### config.mk
export PLATFORM = sky130hd
export DESIGN_NAME = axi_lite_reg_slave_flat
export DESIGN_NICKNAME = d
export VERILOG_FILES = /design/src/rtl/axi_lite_reg_slave_if.sv /design/src/rtl/axi_lite_reg_slave.sv /design/src/flat_wrapper.sv
export SDC_FILE = /design/constraint.sdc
export NUM_CORES = 1
export LEC_CHECK = 0
export CORE_MARGIN = 2
export CORE_UTILIZATION = 40
export CTS_CLUSTER_DIAMETER = 120
export CTS_CLUSTER_SIZE = 14
export DETAILED_ROUTE_END_ITERATION = 6
export GPL_TIMING_DRIVEN = 0
export PLACE_DENSITY_LB_ADDON = 0.25
export SETUP_SLACK_MARGIN = 0.4
export SKIP_CTS_REPAIR_TIMING = 1
export SYNTH_ARGS = -nofsm -noshare
export SYNTH_HDL_FRONTEND = slang
export SYNTH_SLANG_ARGS = --single-unit
### constraint.sdc
create_clock -name clk -period 12 [get_ports clk]
set_input_delay 1.2 -clock clk [delete_from_list [all_inputs] [get_ports clk]]
set_output_delay 1.2 -clock clk [all_outputs]
set_load 0.02 [all_outputs]
### src/rtl/axi_lite_reg_slave_if.sv
`default_nettype none
// ============================================================================
// axi_lite_reg_slave_if : AXI4-Lite AW/W/B/AR/R channel bundle for one slave port
// Revision: 1.0
// ============================================================================
interface axi_lite_reg_slave_if #(
   parameter int ADDR_W = 12
);
   logic [ADDR_W-1:0] s_awaddr;
   logic              s_awvalid;
   logic              s_awready;
   logic [31:0]       s_wdata;
   logic [3:0]        s_wstrb;
   logic              s_wvalid;
   logic              s_wready;
   logic [1:0]        s_bresp;
   logic              s_bvalid;
   logic              s_bready;
   logic [ADDR_W-1:0] s_araddr;
   logic              s_arvalid;
   logic              s_arready;
   logic [31:0]       s_rdata;
   logic [1:0]        s_rresp;
   logic              s_rvalid;
   logic              s_rready;

   modport master (
      output s_awaddr, s_awvalid, s_wdata, s_wstrb, s_wvalid, s_bready,
             s_araddr, s_arvalid, s_rready,
      input  s_awready, s_wready, s_bresp, s_bvalid,
             s_arready, s_rdata, s_rresp, s_rvalid
   );

   modport slave (
      input  s_awaddr, s_awvalid, s_wdata, s_wstrb, s_wvalid, s_bready,
             s_araddr, s_arvalid, s_rready,
      output s_awready, s_wready, s_bresp, s_bvalid,
             s_arready, s_rdata, s_rresp, s_rvalid
   );
endinterface
`default_nettype wire

### src/rtl/axi_lite_reg_slave.sv
`default_nettype none
// ============================================================================
// axi_lite_reg_slave : AXI4-Lite register block, NUM_REGS-1 RW words + RO status
// Revision: 1.0
// ============================================================================
module axi_lite_reg_slave #(
   parameter int ADDR_W   = 12,
   parameter int NUM_REGS = 8
) (
   input  wire logic           clk,
   input  wire logic           reset,
   axi_lite_reg_slave_if.slave s,
   input  wire logic [31:0]    status_in,
   output logic [31:0]         ctrl_out
);
   localparam int         IDX_W    = ADDR_W - 2;
   localparam int         NUM_RW   = NUM_REGS - 1;
   localparam logic [1:0] C_OKAY   = 2'b00;
   localparam logic [1:0] C_SLVERR = 2'b10;

   logic              aw_full_q, aw_full_d;
   logic [IDX_W-1:0]  aw_idx_q,  aw_idx_d;
   logic              w_full_q,  w_full_d;
   logic [31:0]       wdata_q,   wdata_d;
   logic [3:0]        wstrb_q,   wstrb_d;
   logic              bvalid_q,  bvalid_d;
   logic [1:0]        bresp_q,   bresp_d;
   logic              rvalid_q,  rvalid_d;
   logic [31:0]       rdata_q,   rdata_d;
   logic [1:0]        rresp_q,   rresp_d;
   logic [31:0]       regs_q [NUM_RW];
   logic [31:0]       regs_d [NUM_RW];

   logic              awready, wready, arready;
   logic              aw_hs, w_hs, ar_hs, commit, write_ok;
   logic [IDX_W-1:0]  ar_idx;
   logic [31:0]       rd_reg;
   logic              unused_addr_lsbs;

   assign awready  = !aw_full_q && !bvalid_q;
   assign wready   = !w_full_q && !bvalid_q;
   assign arready  = !rvalid_q;
   assign aw_hs    = s.s_awvalid && awready;
   assign w_hs     = s.s_wvalid && wready;
   assign ar_hs    = s.s_arvalid && arready;
   assign commit   = aw_full_q && w_full_q;
   assign write_ok = 32'(aw_idx_q) < 32'(NUM_RW);
   assign ar_idx   = s.s_araddr[ADDR_W-1:2];

   // Byte offset within a word carries no meaning for 32-bit registers.
   assign unused_addr_lsbs = ^{s.s_awaddr[1:0], s.s_araddr[1:0]};

   assign s.s_awready = awready;
   assign s.s_wready  = wready;
   assign s.s_arready = arready;
   assign s.s_bvalid  = bvalid_q;
   assign s.s_bresp   = bresp_q;
   assign s.s_rvalid  = rvalid_q;
   assign s.s_rdata   = rdata_q;
   assign s.s_rresp   = rresp_q;
   assign ctrl_out    = regs_q[0];

   always_comb begin
      rd_reg = '0;
      for (int i = 0; i < NUM_RW; i++) begin
         if (ar_idx == IDX_W'(i)) begin
            rd_reg = regs_q[i];
         end
      end
   end

   always_comb begin
      aw_full_d = aw_full_q;
      aw_idx_d  = aw_idx_q;
      w_full_d  = w_full_q;
      wdata_d   = wdata_q;
      wstrb_d   = wstrb_q;
      bvalid_d  = bvalid_q;
      bresp_d   = bresp_q;
      rvalid_d  = rvalid_q;
      rdata_d   = rdata_q;
      rresp_d   = rresp_q;
      regs_d    = regs_q;

      if (aw_hs) begin
         aw_full_d = 1'b1;
         aw_idx_d  = s.s_awaddr[ADDR_W-1:2];
      end
      if (w_hs) begin
         w_full_d = 1'b1;
         wdata_d  = s.s_wdata;
         wstrb_d  = s.s_wstrb;
      end
      if (bvalid_q && s.s_bready) begin
         bvalid_d = 1'b0;
      end

      // Both halves captured: commit now; readiness is blocked until B drains.
      if (commit) begin
         aw_full_d = 1'b0;
         w_full_d  = 1'b0;
         bvalid_d  = 1'b1;
         bresp_d   = write_ok ? C_OKAY : C_SLVERR;
         for (int i = 0; i < NUM_RW; i++) begin
            if (write_ok && aw_idx_q == IDX_W'(i)) begin
               for (int b = 0; b < 4; b++) begin
                  if (wstrb_q[b]) begin
                     regs_d[i][8*b +: 8] = wdata_q[8*b +: 8];
                  end
               end
            end
         end
      end

      if (rvalid_q && s.s_rready) begin
         rvalid_d = 1'b0;
      end
      // Read data comes from the current register state, so a coincident commit is not visible.
      if (ar_hs) begin
         rvalid_d = 1'b1;
         if (32'(ar_idx) >= 32'(NUM_REGS)) begin
            rdata_d = '0;
            rresp_d = C_SLVERR;
         end else if (32'(ar_idx) == 32'(NUM_RW)) begin
            rdata_d = status_in;
            rresp_d = C_OKAY;
         end else begin
            rdata_d = rd_reg;
            rresp_d = C_OKAY;
         end
      end
   end

   always_ff @(posedge clk or posedge reset) begin
      if (reset) begin
         aw_full_q <= 1'b0;
         aw_idx_q  <= '0;
         w_full_q  <= 1'b0;
         wdata_q   <= '0;
         wstrb_q   <= '0;
         bvalid_q  <= 1'b0;
         bresp_q   <= C_OKAY;
         rvalid_q  <= 1'b0;
         rdata_q   <= '0;
         rresp_q   <= C_OKAY;
         for (int i = 0; i < NUM_RW; i++) begin
            regs_q[i] <= '0;
         end
      end else begin
         aw_full_q <= aw_full_d;
         aw_idx_q  <= aw_idx_d;
         w_full_q  <= w_full_d;
         wdata_q   <= wdata_d;
         wstrb_q   <= wstrb_d;
         bvalid_q  <= bvalid_d;
         bresp_q   <= bresp_d;
         rvalid_q  <= rvalid_d;
         rdata_q   <= rdata_d;
         rresp_q   <= rresp_d;
         regs_q    <= regs_d;
      end
   end
endmodule
`default_nettype wire

### src/flat_wrapper.sv
// flat-port wrapper written by rule: the top's interface ports become plain ports
module axi_lite_reg_slave_flat 
#(
   parameter int ADDR_W   = 12,
   parameter int NUM_REGS = 8
)
  (clk, reset, status_in, ctrl_out, s_s_awaddr, s_s_awvalid, s_s_wdata, s_s_wstrb, s_s_wvalid, s_s_bready, s_s_araddr, s_s_arvalid, s_s_rready, s_s_awready, s_s_wready, s_s_bresp, s_s_bvalid, s_s_arready, s_s_rdata, s_s_rresp, s_s_rvalid);
  axi_lite_reg_slave_if #(.ADDR_W(ADDR_W)) s_i ();
  input  wire logic clk;
  input  wire logic reset;
  input  wire logic [31:0] status_in;
  output logic [31:0] ctrl_out;
  input wire logic [$bits(s_i.s_awaddr)-1:0] s_s_awaddr;
  input wire logic [$bits(s_i.s_awvalid)-1:0] s_s_awvalid;
  input wire logic [$bits(s_i.s_wdata)-1:0] s_s_wdata;
  input wire logic [$bits(s_i.s_wstrb)-1:0] s_s_wstrb;
  input wire logic [$bits(s_i.s_wvalid)-1:0] s_s_wvalid;
  input wire logic [$bits(s_i.s_bready)-1:0] s_s_bready;
  input wire logic [$bits(s_i.s_araddr)-1:0] s_s_araddr;
  input wire logic [$bits(s_i.s_arvalid)-1:0] s_s_arvalid;
  input wire logic [$bits(s_i.s_rready)-1:0] s_s_rready;
  output wire logic [$bits(s_i.s_awready)-1:0] s_s_awready;
  output wire logic [$bits(s_i.s_wready)-1:0] s_s_wready;
  output wire logic [$bits(s_i.s_bresp)-1:0] s_s_bresp;
  output wire logic [$bits(s_i.s_bvalid)-1:0] s_s_bvalid;
  output wire logic [$bits(s_i.s_arready)-1:0] s_s_arready;
  output wire logic [$bits(s_i.s_rdata)-1:0] s_s_rdata;
  output wire logic [$bits(s_i.s_rresp)-1:0] s_s_rresp;
  output wire logic [$bits(s_i.s_rvalid)-1:0] s_s_rvalid;
  assign s_i.s_awaddr = s_s_awaddr;
  assign s_i.s_awvalid = s_s_awvalid;
  assign s_i.s_wdata = s_s_wdata;
  assign s_i.s_wstrb = s_s_wstrb;
  assign s_i.s_wvalid = s_s_wvalid;
  assign s_i.s_bready = s_s_bready;
  assign s_i.s_araddr = s_s_araddr;
  assign s_i.s_arvalid = s_s_arvalid;
  assign s_i.s_rready = s_s_rready;
  assign s_s_awready = s_i.s_awready;
  assign s_s_wready = s_i.s_wready;
  assign s_s_bresp = s_i.s_bresp;
  assign s_s_bvalid = s_i.s_bvalid;
  assign s_s_arready = s_i.s_arready;
  assign s_s_rdata = s_i.s_rdata;
  assign s_s_rresp = s_i.s_rresp;
  assign s_s_rvalid = s_i.s_rvalid;
  axi_lite_reg_slave #(.ADDR_W(ADDR_W), .NUM_REGS(NUM_REGS)) u_core (.clk(clk), .reset(reset), .s(s_i), .status_in(status_in), .ctrl_out(ctrl_out));
endmodule
## Word level (Yosys, flattened, before mapping)

Cells that the tools add are included.

| word-level totals | value |
|---|---|
| register bits | 310 |
| latch bits | 0 |
| RAM bits | 0 |
| ROM bits | 0 |
| output and inout port bits | 73 |
| memories | 0 |

| operators by class | value |
|---|---|
| add/subtract/negate cells | 0 |
| multipliers | 0 |
| div/mod/pow operators | 0 |
| $lt $le $gt $ge | 2 |
| equality and inequality tests | 13 |
| shifts and indexed selects | 0 |
| mux-type cells | 19 |
| bitwise gates (word level) | 0 |
| reduce and logical (&&, ||, !) cells | 53 |

Operators by type and width:

| kind | number |
|---|---|
| $mux 32 | 9 |
| $reduce_and 3->1 | 28 |
| $eq 10x3->1 const B | 7 |
| $eq 10x2->1 const B | 4 |
| $eq 10x1->1 const B | 2 |
| $logic_not 10->1 | 2 |
| $logic_and 1x1->1 | 15 |
| $ge 10x4->1 const B | 1 |
| $lt 10x3->1 const B | 1 |
| $mux 1 | 8 |
| $reduce_bool 2->1 | 4 |
| $logic_not 1->1 | 4 |
| $mux 2 | 2 |

## Longest topological paths before layout

| logic depth | value |
|---|---|
| word-level depth | 10 |
| mapped depth | 7 |

## Least setup slack after synthesis

OpenSTA, ideal clock, no wires.

| timing | value |
|---|---|
| kind | input-to-reg |
| from | in s_s_araddr[7] |
| to | reg u_core.rdata_q[25], in the netlist u_core.s.s_rdata[25] |
| library setup time | 0.086 ns |
| data arrival time | 2.624 ns |
| data required time | 11.914 ns |
| path slack | 9.290 ns |
| cell stages on the path | 6 |
| path buffers | 2 |
| cell sequence | or4_1 clkbuf_1 nor3_1 buf_2 o21ai_0 a32oi_1 |

| between the ends | value |
|---|---|
| cells in the longest elaborated chain, start to end | 10 |
| elaborated cells on any way between the ends | 18 |
| classes of those cells | order compare: 1; eq/ne: 7; mux: 9; reduce/logical: 1 |

Ends and longest elaborated chain:

| element | RTL line | RTL |
|---|---|---|
| start: declaration | flat_wrapper.sv:19 | `input wire logic [$bits(s_i.s_araddr)-1:0] s_s_araddr;` |
| $logic_not 10->1 | axi_lite_reg_slave.sv:66 | `if (ar_idx == IDX_W'(i)) begin` |
| $mux 32 (7 in series) | axi_lite_reg_slave.sv:66 |  |
| $mux 32 | axi_lite_reg_slave.sv:124 | `end else if (32'(ar_idx) == 32'(NUM_RW)) begin` |
| $mux 32 (*) | axi_lite_reg_slave.sv:121 | `if (32'(ar_idx) >= 32'(NUM_REGS)) begin` |
| end signal: assignment | axi_lite_reg_slave.sv:158 | `rdata_q <= rdata_d;` |
| end: declaration | axi_lite_reg_slave.sv:29 | `logic [31:0] rdata_q, rdata_d;` |

Mark *: on every way between the ends. The rest lies on a longest branch, timed or not.
A chain may end at the register's enable or synchronous reset.

## Worst setup path after layout

| timing | value |
|---|---|
| from | in s_s_araddr[2] |
| to | reg u_core.rdata_q[10], in the netlist u_core.s.s_rdata[10] |

Same word-level chain as after synthesis.

==> impl_metrics.yaml <==
outcome:
  status: "finished clean"
place:
  placed_cells: 1729
  dpl-instance-area_sq_um: 16700
  place.gp.congestion: 0.831
  dp.final_hpwl_mm: 29.7
  io_buffer_count: 163
synth:
  synth_edf_count: 0
  syn_avg_cell_area_sq_um: 13.1
  ys_top_cells_by_area: "dfrtp_1 (54%), mux2_2 (22%), o21ai_0 (1.9%), buf_4 (1.8%), mux2i_1 (1.6%)"
  synth_seq_cells: 308
  synth-main-ff-cell: "dfrtp_1"
  async_flop_share_pct: 100
  yosysSeqAreaShare_pct: 53.6
  netlist_instances: 1101
  ys_types: 56
  synth_largest_area_cell: "dfrtp_1"
  synth_warnings: 0
  synth_area_sq_um: 14400
  synth_top_area_share_pct: 53.6
timing:
  setup_viol: 0
  finalMaxSlewViolations: 0
  grt_setup_unrepaired: "no"
  fmax_mhz: 281
  worstMarginPinSlew_ns: 1.10
  fin_crit_sh_pct: 29.7
  hold_violations: 0
  min_period_ns: 3.56
  relSlewSlack_pct: 26.0
  fin_skew_ns: 0.0109
critical_path:
  r2r-start: "u_core.w_full_q$_DFFE_PP0P_"
  rrSetupSlack_ns: 9.38
  crit_required_ns: 12.48
  crit_fanout: 10
  endpoint_kind: "register"
  ff2ff_path_depth: 5
  slowest_delay_ns: 0.87
  path_buf_inv: 3
  worst_r2r_endpoint: "u_core.wdata_q[3]$_DFFE_PP0P_"
  cp_cell_sequence: "clkdlybuf4s50_1, buf_2, nor3_2, clkbuf_1, a22oi_1, o21ai_0, a32o_1"
  critPathKind: "in -> reg"
  cp.arrival_ns: 4.04
  path_depth: 7
  crit_family: "buffers and inverters"
  critical_path.startpoint_type: "primary input"
  crit_slowest_cell: "nor3_2"
clock_network:
  cts.clk_slew.worst_paths_ns: 0.06
  cts_tree: "done"
  clk_path_buf_depth: 3
  clk_latency_ns: 0.55
  htreeDepth: 1
  cts_buffers: 25
  cts-root-buf: "clkbuf_16"
  clock-sinks: 308
layout:
  synthToLayoutAreaGrowth_pct: 20.3
  layout.nets: 1394
  antennaDiodeCount: 0
  seq_area_sq_um: 7710
  fin_area_sq_um: 17300
  layout_common_cells: "dfrtp_1 (308), mux2_2 (277), clkdlybuf4s50_1 (163), o21ai_0 (56), clkbuf_1 (44)"
  fillCellCount: 3137
  layout.cells.non_filler: 1755
  multiInputGateArea_sq_um: 6120
  final_common_cell: "dfrtp_1"
  layout-drive-gt1-share_pct: 31.2
routing:
  drtPass1Iterations: 7
  avgRoutedWirePerCell_um: 24.4
  ant_nets: 0
  drc: 0
  drt_iter0_drc: 666
  vias_per_cell: 5.78
  vias: 10150
  wl_mm: 42.8
floorplanning:
  core_area_sq_um: 35500
  rows: 69
  io_pins: 172
  start_util_pct: 40.6
  dieWidth_um: 194
  fp.dieArea_sq_um: 37500
  die_h_um: 194
hold_path:
  min_delay_worst_endpoint: "u_core.s.s_rdata[6]$_DFFE_PP0P_"
  hold_class: "reg -> reg"
  min-delay-start: "u_core.s.s_rdata[6]$_DFFE_PP0P_"
  hold_depth: 1
grt:
  grt_use_total_pct: 22.5
  antenna_found_initial: 0
  grt_pass1_vias: 10119
  overflow: 0
  grt_max_degree: 132
  grt_pass1_wl_mm: 64.3
power_and_ir_drop:
  power_density_nw_per_um2: 143
  power_leakage_nw: 7.85
  ir_drop_uv: 145
run:
  cap_violations: 0
==> area by class of cell <==
type | count | area share, %
repair buffers | 166 | 9.78
well taps | 461 | 3.33
clock inverters | 1 | 0.0506
inverters | 8 | 0.217
clock buffers | 25 | 3.61
flip-flops and latches | 308 | 44.5
multi-input cells | 686 | 35.4
plain buffers | 100 | 3.12
==> cell usage after synthesis, types with 4 or more instances <==
cell type  count
buf_2         14
a21oi_1       16
a32o_1        17
mux2_4         8
clkbuf_1      44
a32oi_1        4
buf_1          6
o21ai_0       56
nand3_1        6
a22oi_1       25
buf_4         35
a31o_2         7
o221ai_1       5
a221oi_1      18
nand3_2       16
nor2_1        21
nand2b_1       4
a2bb2oi_1      6
o2bb2ai_1     17
inv_1          8
o22ai_1        9
a31oi_1        4
dfrtp_1      308
mux2i_1       23
nand3_4       10
nor2b_1       28
nor3_1         5
a211oi_1      21
nand2_1       39
mux2_2       277
o41ai_1        7
==> state kept, by name, indices dropped and copies added (netlist names) <==
signal	flops
u_core.wstrb_q	4
u_core.s.s_rvalid	1
u_core.ctrl_out	32
u_core.w_full_q	1
u_core.s.s_bresp	1
u_core.aw_full_q	1
u_core.wdata_q	32
u_core.s.s_rdata	32
u_core.s.s_bvalid	1
u_core.regs_q	192
u_core.s.s_rresp	1
u_core.aw_idx_q	10
==> cell families (layout without fill, tap and decap cells) <==
kind of cell           count (synthesis)  count (layout)  share of synthesized area [%]
buffers and inverters                108             300                           3.96
DFF                                  308             308                           53.6
muxes                                309             309                           24.2
other                                  1               2                         0.0261
AOI/OAI and AO/OA                    227             227                           11.5
and+or+nand+nor                      148             148                           6.82
==> power breakdown <==
group	total (mW)	internal, mW	switching (mW)
sequential	1.32	1.15	0.173
clock	0.731	0.368	0.363
combinational	0.420	0.206	0.213
==> how the worst max path moves through the flow <==
stage,from,slack (ns),end
6_report,s_s_araddr[2],8.44,u_core.s.s_rdata[10]$_DFFE_PP0P_
5_1_grt,s_s_araddr[2],8.31,u_core.s.s_rdata[12]$_DFFE_PP0P_
4_1_cts,s_s_araddr[2],8.49,u_core.s.s_rdata[10]$_DFFE_PP0P_
3_5_place_dp,s_s_araddr[2],7.93,u_core.s.s_rdata[10]$_DFFE_PP0P_
3_3_place_gp,reset,-1.67,u_core.s.s_rdata[0]$_DFFE_PP0P_
2_1_floorplan,reset,2.28,u_core.aw_full_q$_DFFE_PP0P_
==> layer usage <==
layer | vias to the layer above | wire, um | track usage [%]
met3 | 47 | 2870 | 3.86
met1 | 5321 | 18900 | 32.1
met4 | 0 | 715 | 4.92
li1 | 4460 | - | -
met5 | - | 0 | 0
met2 | 322 | 20300 | 36.1
==> stage by stage <==
stage	util [%]	worst slack, ns	setup TNS (ns)	hold WS, ns	power, mW
after detailed placement	47.0	7.93	0	0.484	1.76
after global placement	46.8	-1.67	-507.12	0.477	1.75
after global routing	48.8	8.31	0	0.511	2.59
after CTS	48.8	8.49	0	0.499	2.49
after floorplan	-	2.28	0	0.465	1.56
final	48.8	8.44	0	0.495	2.47
Note: power is estimated with default switching activity, not from simulation.
